$ cat config.mk
export PLATFORM = sky130hd
export DESIGN_NAME = instruction_fetch_unit_flat
export DESIGN_NICKNAME = d
export VERILOG_FILES = /design/src/rtl/instruction_fetch_unit_if.sv /design/src/rtl/instruction_fetch_unit.sv /design/src/flat_wrapper.sv
export SDC_FILE = /design/constraint.sdc
export NUM_CORES = 1
export LEC_CHECK = 0
export ABC_AREA = 1
export CAP_MARGIN = 5
export CORE_UTILIZATION = 40
export DETAILED_ROUTE_END_ITERATION = 7
export HOLD_SLACK_MARGIN = 0.1
export SLEW_MARGIN = 20
export SYNTH_ARGS = -nofsm -noshare
export SYNTH_HDL_FRONTEND = slang
export SYNTH_SLANG_ARGS = --single-unit
$ cat constraint.sdc
create_clock -name clk -period 4.3 [get_ports clk]
set_input_delay 0.43 -clock clk [delete_from_list [all_inputs] [get_ports clk]]
set_output_delay 0.43 -clock clk [all_outputs]
set_load 0.02 [all_outputs]
$ cat src/rtl/instruction_fetch_unit_if.sv
// rtl/instruction_fetch_unit_if.sv - fetch-unit bus: pipeline control, program-load port and IF/ID outputs
// fetch_count is present only when IFU_FETCH_COUNT_EN is defined.
interface instruction_fetch_unit_if #(
  parameter int IMEM_DEPTH = 16
);
  localparam int AW = $clog2(IMEM_DEPTH);

  logic          stall;
  logic          branch_taken;
  logic [63:0]   branch_target;
  logic          imem_wr_en;
  logic [AW-1:0] imem_wr_addr;
  logic [31:0]   imem_wr_data;
  logic [63:0]   pc_out;
  logic [31:0]   instruction;
  logic [6:0]    Opcode;
  logic [3:0]    Funct;
  logic          valid;
`ifdef IFU_FETCH_COUNT_EN
  logic [31:0]   fetch_count;
`endif

  modport master (
`ifdef IFU_FETCH_COUNT_EN
    input  fetch_count,
`endif
    output stall, branch_taken, branch_target,
    output imem_wr_en, imem_wr_addr, imem_wr_data,
    input  pc_out, instruction, Opcode, Funct, valid
  );

  modport slave (
`ifdef IFU_FETCH_COUNT_EN
    output fetch_count,
`endif
    input  stall, branch_taken, branch_target,
    input  imem_wr_en, imem_wr_addr, imem_wr_data,
    output pc_out, instruction, Opcode, Funct, valid
  );
endinterface

$ cat src/rtl/instruction_fetch_unit.sv
// rtl/instruction_fetch_unit.sv - PC, instruction memory and IF/ID register with flush/stall
// Define IFU_FETCH_COUNT_EN to add the 32-bit fetch_count output.
module instruction_fetch_unit #(
  parameter int          IMEM_DEPTH = 16,
  parameter logic [31:0] NOP_INSTR  = 32'h0000_0013
) (
  input  logic                    clk,
  input  logic                    reset_n,
  instruction_fetch_unit_if.slave bus
);
  localparam int AW = $clog2(IMEM_DEPTH);

  logic [31:0]   imem [IMEM_DEPTH];
  logic [63:0]   pc;
  logic [63:0]   pc_out_q;
  logic [31:0]   instr_q;
  logic          valid_q;
  logic [AW-1:0] fetch_idx;
  logic [63:0]   redirect_pc;
  logic          do_fetch;

  assign fetch_idx   = pc[AW+1:2];
  assign redirect_pc = bus.branch_target & ~64'h3;
  assign do_fetch    = !bus.branch_taken && !bus.stall;

  // Program-load port: not reset and independent of pipeline control.
  always_ff @(posedge clk) begin
    if (bus.imem_wr_en)
      imem[bus.imem_wr_addr] <= bus.imem_wr_data;
  end

  always_ff @(posedge clk or negedge reset_n) begin
    if (!reset_n) begin
      pc       <= 64'd0;
      pc_out_q <= 64'd0;
      instr_q  <= NOP_INSTR;
      valid_q  <= 1'b0;
    end else if (bus.branch_taken) begin
      pc       <= redirect_pc;
      pc_out_q <= 64'd0;
      instr_q  <= NOP_INSTR;
      valid_q  <= 1'b0;
    end else if (!bus.stall) begin
      pc       <= pc + 64'd4;
      pc_out_q <= pc;
      instr_q  <= imem[fetch_idx];
      valid_q  <= 1'b1;
    end
  end

`ifdef IFU_FETCH_COUNT_EN
  logic [31:0] fetch_count_q;

  always_ff @(posedge clk or negedge reset_n) begin
    if (!reset_n)
      fetch_count_q <= 32'd0;
    else if (do_fetch)
      fetch_count_q <= fetch_count_q + 32'd1;
  end

  assign bus.fetch_count = fetch_count_q;
`else
  logic unused_do_fetch;
  assign unused_do_fetch = do_fetch;
`endif

  assign bus.pc_out      = pc_out_q;
  assign bus.instruction = instr_q;
  assign bus.valid       = valid_q;
  assign bus.Opcode      = instr_q[6:0];
  assign bus.Funct       = {instr_q[30], instr_q[14:12]};
endmodule

$ cat src/flat_wrapper.sv
// flat-port wrapper written by rule: the top's interface ports become plain ports
module instruction_fetch_unit_flat 
#(
  parameter int          IMEM_DEPTH = 16,
  parameter logic [31:0] NOP_INSTR  = 32'h0000_0013
)
  (clk, reset_n, bus_stall, bus_branch_taken, bus_branch_target, bus_imem_wr_en, bus_imem_wr_addr, bus_imem_wr_data, bus_pc_out, bus_instruction, bus_Opcode, bus_Funct, bus_valid);
  instruction_fetch_unit_if #(.IMEM_DEPTH(IMEM_DEPTH)) bus_i ();
  input  logic clk;
  input  logic reset_n;
  input wire logic [$bits(bus_i.stall)-1:0] bus_stall;
  input wire logic [$bits(bus_i.branch_taken)-1:0] bus_branch_taken;
  input wire logic [$bits(bus_i.branch_target)-1:0] bus_branch_target;
  input wire logic [$bits(bus_i.imem_wr_en)-1:0] bus_imem_wr_en;
  input wire logic [$bits(bus_i.imem_wr_addr)-1:0] bus_imem_wr_addr;
  input wire logic [$bits(bus_i.imem_wr_data)-1:0] bus_imem_wr_data;
  output wire logic [$bits(bus_i.pc_out)-1:0] bus_pc_out;
  output wire logic [$bits(bus_i.instruction)-1:0] bus_instruction;
  output wire logic [$bits(bus_i.Opcode)-1:0] bus_Opcode;
  output wire logic [$bits(bus_i.Funct)-1:0] bus_Funct;
  output wire logic [$bits(bus_i.valid)-1:0] bus_valid;
  assign bus_i.stall = bus_stall;
  assign bus_i.branch_taken = bus_branch_taken;
  assign bus_i.branch_target = bus_branch_target;
  assign bus_i.imem_wr_en = bus_imem_wr_en;
  assign bus_i.imem_wr_addr = bus_imem_wr_addr;
  assign bus_i.imem_wr_data = bus_imem_wr_data;
  assign bus_pc_out = bus_i.pc_out;
  assign bus_instruction = bus_i.instruction;
  assign bus_Opcode = bus_i.Opcode;
  assign bus_Funct = bus_i.Funct;
  assign bus_valid = bus_i.valid;
  instruction_fetch_unit #(.IMEM_DEPTH(IMEM_DEPTH), .NOP_INSTR(NOP_INSTR)) u_core (.clk(clk), .reset_n(reset_n), .bus(bus_i));
endmodule
==> parameters.txt, run 1 <==
Parameter                              Value

Die
  Die boundary width    between 200 and 300 µm
  Full die area    between 0.07 and 0.08 mm²
  Total number of placement rows    97
  Die Y-Extent    268 µm
  Initial core utilization    between 40 and 50%
  CORE AREA    approximately 0.07 mm²
  Ports    213

Detailed routing
  Length of the first detailed-routing pass in iterations    5
  Total Wirelength    80,700 µm
  Antenna Nets Post-Route    0
  Per-cell via count in the routed design    5.31
  Via total after detailed routing    about 20,000
  Detailed-route wire length per cell    21.0 µm
  Initial DRC count    about 2,200
  DRC    0

Synthesis
  Count of flip-flops with a built-in enable after synthesis    512
  Seq/Total Area, Yosys    between 60% and 70%
  Cells after Synth    2,675
  Netlist cell types    34
  Top-area cell type share of the netlist area    54.4%
  Synth Register Bits    670
  Commonest cells in the netlist    sky130_fd_sc_hd__nand2_1 (605), sky130_fd_sc_hd__edfxtp_1 (512), sky130_fd_sc_hd__nor2_1 (458)
  Biggest area contributors in the synthesized netlist    sky130_fd_sc_hd__edfxtp_1 (54%), sky130_fd_sc_hd__dfrtp_1 (14%), sky130_fd_sc_hd__nand2_1 (8.0%), sky130_fd_sc_hd__nor2_1 (6.1%), sky130_fd_sc_hd__o21ai_0 (5.1%)
  Mean area per synthesized cell    10.6 µm²
  Async SR Flop Fraction    between 20% and 30%
  Synth Net Count    between 2,000 and 3,000
  Top_reg_cell synth    sky130_fd_sc_hd__edfxtp_1
  Synth Warn #    0
  Leading cell type by number of instances after synthesis    sky130_fd_sc_hd__nand2_1
  Cell taking the most area after synthesis    sky130_fd_sc_hd__edfxtp_1
  Cell area after synthesis    0.0283 mm²

STA
  Crit share post-route    a little under two thirds
  Count of endpoints failing hold in the final timing report    0
  Final critical-path required period    2.73 ns
  Unrepaired setup endpoints after global routing    false
  Min setup slack post-route    1.57 ns
  Number of failing setup endpoints in the final timing report    0
  Final setup TNS    0 ns
  Max-slew headroom    ~30%
  Tightest Pin Transition    1.05 ns
  Fin Clk Skew    0.0252 ns
  Max Freq    roughly 370 MHz
  Final slew viol count    0

Global route
  Via count of the first global-routing pass    19,908
  Number of antenna violations at the first check in global routing    4
  Leftover overflow at the end of global routing    0
  First-pass GRT wire length    approximately 120,000 µm
  Largest net degree at the start of global routing    approximately 140
  Global-route usage over all layers    between 20% and 30%

Setup path
  Buffers and inverters on the worst path    2
  Stages on worst setup path    10
  Biggest fanout along the worst timing path    70
  Ordered list of cells on the worst path    ha_1, inv_1, nor2_4, nand2_2, nor2_4, nand2_1, o21ai_0, nand3_1, nand2_1, inv_1
  Setup crit start kind    register
  Largest stage delay, worst path    0.93 ns
  Worst setup path endpoint    u_core.pc[24]$_DFFE_PN0N_
  Minimum setup slack among reg-to-reg paths    roughly 1.6 ns
  Number of cells traversed by the worst register-to-register path    10
  Top delay family on crit path    simple AND/OR/NAND/NOR gates
  Crit path required time    4.80 ns
  Type of destination of the critical path    register
  Cell at the slowest stage of the critical path    sky130_fd_sc_hd__dfrtp_4
  Worst endpoint data arrival time    roughly 3.2 ns
  Critical path launch point    u_core.pc[3]$_DFFE_PN0N_
  R2R Path Start    u_core.pc[3]$_DFFE_PN0N_
  Critical Setup Path Class    register to register
  End of the worst register-to-register path    u_core.pc[24]$_DFFE_PN0N_

Clock network
  Worst-path clk slew    0.06 ns
  Number of buffers inserted by post-CTS setup repair    0
  Clock tree sinks    670
  H-tree levels    3
  Worst skew pair latency    0.62 ns
  CTS Buf Count    just over 70
  Clk Tree Root Cell    sky130_fd_sc_hd__clkbuf_16
  CTS tree    done
  Number of buffers on the longest clock path    3

Final layout
  Nets    2,947
  Syn-to-layout area delta    19.2%
  Final cell count without fillers    3,840
  Fill cell total of the finished layout    6,310
  Share of final-layout standard cells stronger than drive strength 1    6.90%

Placement
  Post-Place Setup Slack    1.58 ns
  Cell total after placement    approximately 3,700
  Routability-driven placement congestion ratio    0.901
  Detailed placement HPWL    roughly 47,000 µm
  Number of port buffers    210

Power
  IR Drop Worst-Case VDD    between 200 and 300 µV
  Total power per unit cell area    461 mW/mm²
  Reported leakage power    12.2 nW
  Tot Pwr    15.5 mW

Worst hold path
  Worst min-delay path class    primary input to async pin

Outcome
  Status    complete, no violations

Run
  Max-cap violations    0
## cells in the final DEF (no fill, tap or decap), types with 3 or more instances in the layout
cell                              count
sky130_fd_sc_hd__clkdlybuf4s50_1    208
sky130_fd_sc_hd__nor2_2               4
sky130_fd_sc_hd__o22ai_1             72
sky130_fd_sc_hd__edfxtp_1           512
sky130_fd_sc_hd__nand3b_1             3
sky130_fd_sc_hd__nand2_2              5
sky130_fd_sc_hd__clkbuf_8            15
sky130_fd_sc_hd__clkinv_1             6
sky130_fd_sc_hd__o21ai_1             53
sky130_fd_sc_hd__nand3_1            134
sky130_fd_sc_hd__a21oi_1             17
sky130_fd_sc_hd__inv_6                3
sky130_fd_sc_hd__o211ai_1            77
sky130_fd_sc_hd__o221ai_1             3
sky130_fd_sc_hd__dfstp_2              3
sky130_fd_sc_hd__clkbuf_1            16
sky130_fd_sc_hd__nor2_4              25
sky130_fd_sc_hd__inv_1               91
sky130_fd_sc_hd__a31oi_1              4
sky130_fd_sc_hd__a22o_1               4
sky130_fd_sc_hd__clkinv_2            10
sky130_fd_sc_hd__nand2_1            605
sky130_fd_sc_hd__nor2_1             439
sky130_fd_sc_hd__dfrtp_1            152
sky130_fd_sc_hd__buf_12               4
sky130_fd_sc_hd__inv_2                7
sky130_fd_sc_hd__o21ai_0            289
sky130_fd_sc_hd__clkbuf_16           71
sky130_fd_sc_hd__bufinv_16            5
sky130_fd_sc_hd__nand4_1              6
sky130_fd_sc_hd__buf_4               34
## timing repair
| action | 4_1_cts | 5_1_grt |
|---|---|---|
| hold buffers | 1 | 0 |
| hold endpoints to repair | 89 | 0 |
| gates resized for setup | 0 | 0 |
## power by group
group / internal (mW) / switching [mW]
logic: 0.663 / 1.25
clock network: 3.63 / 2.56
registers: 7.24 / 0.202
total: 11.5 / 4.01
## worst min path at each step
stage | slack, ns | cells after the start | from | endpoint
after detailed placement | 0.46 | 2 | u_core.bus.pc_out[10]$_DFFE_PN0N_ | u_core.bus.pc_out[10]$_DFFE_PN0N_
after global routing | 0.33 | 2 | reset_n | u_core.bus.pc_out[19]$_DFFE_PN0N_
final | 0.31 | 2 | reset_n | u_core.bus.pc_out[19]$_DFFE_PN0N_
after global placement | 0.46 | 2 | u_core.bus.pc_out[7]$_DFFE_PN0N_ | u_core.bus.pc_out[7]$_DFFE_PN0N_
after CTS | 0.29 | 3 | bus_branch_taken | u_core.pc[16]$_DFFE_PN0N_
after floorplan | 0.13 | 0 | reset_n | u_core.bus.instruction[10]$_DFFE_PN0N_
## metal layers
layer  wire [µm]  GRT usage [%]
met1       34900           29.9
met2       38400           36.6
met4        2470           8.54
met3        4970           3.77
met5          41              0
## layout make-up
| class | count | area (µm²) | area share (%) |
|---|---|---|---|
| antenna | 2 | 5.00 | 0.0148 |
| multi-input combinational | 1748 | 7980 | 23.7 |
| clock buffer | 102 | 2040 | 6.06 |
| timing repair buffer | 250 | 2470 | 7.33 |
| clock inverter | 28 | 324 | 0.961 |
| sequential | 670 | 19300 | 57.4 |
| tap | 940 | 1180 | 3.49 |
| inverter | 100 | 380 | 1.13 |
## cells by family after synthesis
logic type / count (synthesis) / synth area share, %
and+or+nand+nor: 1223 / 17.2
buffers and inverters: 257 / 3.94
adders and majority gates: 1 / 0.0442
DFF: 670 / 68.4
AOI/OAI and AO/OA: 524 / 10.4
## sequential cells by signal, indices dropped and copies added (netlist names)
| name | flops |
|---|---|
| u_core.bus.instruction | 32 |
| u_core.bus.pc_out | 63 |
| u_core.bus.valid | 1 |
| u_core.imem | 512 |
| u_core.pc | 62 |
## worst register-to-register path, stage by stage (launching register included)
cell,delay [ns]
sky130_fd_sc_hd__dfrtp_4,0.93
sky130_fd_sc_hd__ha_1,0.30
sky130_fd_sc_hd__inv_1,0.08
sky130_fd_sc_hd__nor2_4,0.22
sky130_fd_sc_hd__nand2_2,0.12
sky130_fd_sc_hd__nor2_4,0.24
sky130_fd_sc_hd__nand2_1,0.27
sky130_fd_sc_hd__o21ai_0,0.24
sky130_fd_sc_hd__nand3_1,0.09
sky130_fd_sc_hd__nand2_1,0.10
sky130_fd_sc_hd__inv_1,0.04
## through the flow
step | util, % | hold slack [ns] | area [µm²]
after floorplan | - | 0.134 | 28300
after global placement | 44.7 | 0.462 | 31300
after detailed placement | 44.7 | 0.463 | 31300
after CTS | 48.1 | 0.290 | 33700
after global routing | 48.1 | 0.333 | 33700
final | 48.2 | 0.314 | 33700
Power figures use the tool's default switching activity.
==> inputs of run 2 (changes only) <==
==> constraint.sdc (replaced) <==
create_clock -name clk -period 2.2 [get_ports clk]
set_input_delay 0.22 -clock clk [delete_from_list [all_inputs] [get_ports clk]]
set_output_delay 0.22 -clock clk [all_outputs]
set_load 0.02 [all_outputs]
==> parameters.txt, run 2 (synthesis results as in run 1) <==
Parameter                              Value

STA
  Count of endpoints failing hold in the final timing report    0 (unchanged)
  Unrepaired setup endpoints after global routing    true (was false)
  Final slew viol count    0 (unchanged)
  Number of failing setup endpoints in the final timing report    0 (unchanged)
  Min setup slack post-route    0.135 ns (was 1.57 ns)
  Final setup TNS    0 ns (unchanged)
  Crit share post-route    between 90% and 100%
  Max-slew headroom    39.7% (was 29.7%)
  Tightest Pin Transition    0.902 ns (was 1.05 ns)
  Max Freq    484 MHz
  Fin Clk Skew    0.0178 ns (was 0.0252 ns)
  Final critical-path required period    2.06 ns

Final layout
  Share of final-layout standard cells stronger than drive strength 1    7.67% (was 6.90%)
  Register bank with the most flops    u_core.imem (unchanged)
  Top library cells by usage in the layout, fill and taps aside    sky130_fd_sc_hd__nand2_1 (605), sky130_fd_sc_hd__edfxtp_1 (512), sky130_fd_sc_hd__nor2_1 (439) (unchanged)
  Most frequent standard cell in the layout excluding fill and tap cells    sky130_fd_sc_hd__nand2_1 (unchanged)
  Finished Cell Area    0.0343 mm² (was 0.0337 mm²)
  Syn-to-layout area delta    21.1% (was 19.2%)
  Nets    2,980 (was 2,947)
  Flip-flop count of the largest register, all copies and words added    512 (unchanged)
  Final cell count without fillers    3,872 (was 3,840)
  Ant. Diodes    0 (was 2)
  Final design utilization    48.9% (was 48.2%)

Global route
  Global-route usage over all layers    22.4% (about the same)
  First-pass GRT wire length    121,000 µm (was 120,000 µm)
  Via count of the first global-routing pass    20,116 (was 19,908)
  Number of antenna violations at the first check in global routing    2 (was 4)
  Largest net degree at the start of global routing    151 (was 139)
  Leftover overflow at the end of global routing    0 (unchanged)

Die
  Ports    213 (unchanged)
  Die boundary width    268 µm (unchanged)
  CORE AREA    0.0700 mm² (unchanged)
  Total number of placement rows    97 (unchanged)
  Full die area    0.0718 mm² (unchanged)
  Die Y-Extent    268 µm (unchanged)
  Initial core utilization    40.4% (unchanged)

Run
  Max-cap violations    0 (unchanged)

Detailed routing
  DRC    0 (unchanged)
  Total Wirelength    80,500 µm (was 80,700 µm)
  Via total after detailed routing    20,460 (was 20,409)
  Detailed-route wire length per cell    20.8 µm (was 21.0 µm)
  Length of the first detailed-routing pass in iterations    5 (unchanged)
  Initial DRC count    2,141 (was 2,185)
  Antenna Nets Post-Route    0 (unchanged)
  Per-cell via count in the routed design    5.28 (was 5.31)

Clock network
  Clk Tree Root Cell    sky130_fd_sc_hd__clkbuf_16 (unchanged)
  Worst skew pair latency    0.61 ns (was 0.62 ns)
  CTS tree    done (unchanged)
  Number of buffers on the longest clock path    3 (unchanged)
  Clock tree sinks    670 (unchanged)
  Worst-path clk slew    0.06 ns (about the same)
  Number of buffers inserted by post-CTS setup repair    0 (unchanged)
  CTS Buf Count    71 (unchanged)
  H-tree levels    3 (unchanged)

Setup path
  Worst endpoint data arrival time    1.84 ns (was 3.24 ns)
  Critical Setup Path Class    register to output port (was register to register)
  End of the worst register-to-register path    u_core.bus.instruction[16]$_DFFE_PN0N_ (was u_core.pc[24]$_DFFE_PN0N_)
  Type of destination of the critical path    output port (was register)
  Crit path required time    1.98 ns (was 4.80 ns)
  Ordered list of cells on the worst path    clkdlybuf4s50_1 (was ha_1, inv_1, nor2_4, nand2_2, nor2_4, nand2_1, o21ai_0, nand3_1, nand2_1, inv_1)
  Buffers and inverters on the worst path    1 (was 2)
  Cell at the slowest stage of the critical path    sky130_fd_sc_hd__clkdlybuf4s50_1 (was sky130_fd_sc_hd__dfrtp_4)
  Setup crit start kind    register (unchanged)
  R2R Path Start    u_core.pc[2]$_DFFE_PN0N_ (was u_core.pc[3]$_DFFE_PN0N_)
  Number of cells traversed by the worst register-to-register path    10 (unchanged)
  Minimum setup slack among reg-to-reg paths    0.16 ns (was 1.57 ns)
  Largest stage delay, worst path    0.63 ns (was 0.93 ns)
  Top delay family on crit path    buffers and inverters (was simple AND/OR/NAND/NOR gates)
  Biggest fanout along the worst timing path    3 (was 70)

Worst hold path
  Worst min-delay path class    primary input to async pin (unchanged)

Power
  IR Drop Worst-Case VDD    492 µV (was 252 µV)
  Total power per unit cell area    881 mW/mm² (was 461 mW/mm²)
  Reported leakage power    12.5 nW (was 12.2 nW)

Placement
  Cell total after placement    3,740 (was 3,706)
  Detailed placement HPWL    48,200 µm (was 46,600 µm)
  Number of port buffers    210 (unchanged)
  Cell area reported after detailed placement    0.0320 mm² (was 0.0313 mm²)
  Post-Place Setup Slack    0.136 ns (was 1.58 ns)
  Routability-driven placement congestion ratio    0.923 (was 0.901)

Outcome
  Status    complete, no violations (unchanged)
## run 2: how the worst max path moves through the flow
stage                     slack, ns  cells after the start                                   from                                     end
after global routing         -0.006                     10               u_core.pc[2]$_DFFE_PN0N_  u_core.bus.instruction[16]$_DFFE_PN0N_
final                          0.14                      1  u_core.bus.instruction[4]$_DFFE_PN1N_                           bus_Opcode[4]
after CTS                      0.11                      8               u_core.pc[2]$_DFFE_PN0N_   u_core.bus.instruction[1]$_DFFE_PN1N_
after detailed placement       0.14                      8               u_core.pc[2]$_DFFE_PN0N_   u_core.bus.instruction[1]$_DFFE_PN1N_
after global placement         0.16                      8               u_core.pc[2]$_DFFE_PN0N_   u_core.bus.instruction[1]$_DFFE_PN1N_
after floorplan               -0.01                      2                    bus_imem_wr_addr[2]            u_core.imem[10][0]$_DFFE_PP_
## run 2: metrics by stage
stage / hold slack [ns] / power, mW
floorplan: -0.0756 / 16.9
global placement: 0.188 / 18.6
CTS: 0.124 / 30.4
detailed placement: 0.190 / 18.7
global route: 0.158 / 31.3
finish: 0.129 / 30.2
## run 2: power breakdown
part	switching, mW	leakage [nW]	internal (mW)
clock network	4.90	1.11	6.80
registers	0.322	6.63	14.1
logic	2.57	4.73	1.42
total	7.80	12.5	22.4
## run 2: timing repair
| action | 4_1_cts | 5_1_grt |
|---|---|---|
| hold buffers | 1 | 0 |
| resized for setup | 0 | 4 |
| setup endpoints to repair | 0 | 7 |
| endpoints found under the hold margin | 156 | 0 |
## run 2: layer usage
metal / GRT usage [%] / vias up / part of all wire [%]
met2: 37.1 / 634 / 48
li1: - / 9670 / -
met5: 0 / - / 0.022
met1: 30.2 / 10038 / 43
met4: 7.51 / 4 / 2.6
met3: 3.32 / 114 / 5.9
## run 2: layout make-up
| type | count | area, µm² |
|---|---|---|
| Clock buffer | 110 | 2040 |
| Fill cell | 6314 | 35800 |
| Tap cell | 940 | 1180 |
| Inverter | 100 | 380 |
| Multi-Input combinational cell | 1748 | 7980 |
| Clock inverter | 21 | 235 |
| Timing Repair Buffer | 283 | 3100 |
| Sequential cell | 670 | 19300 |
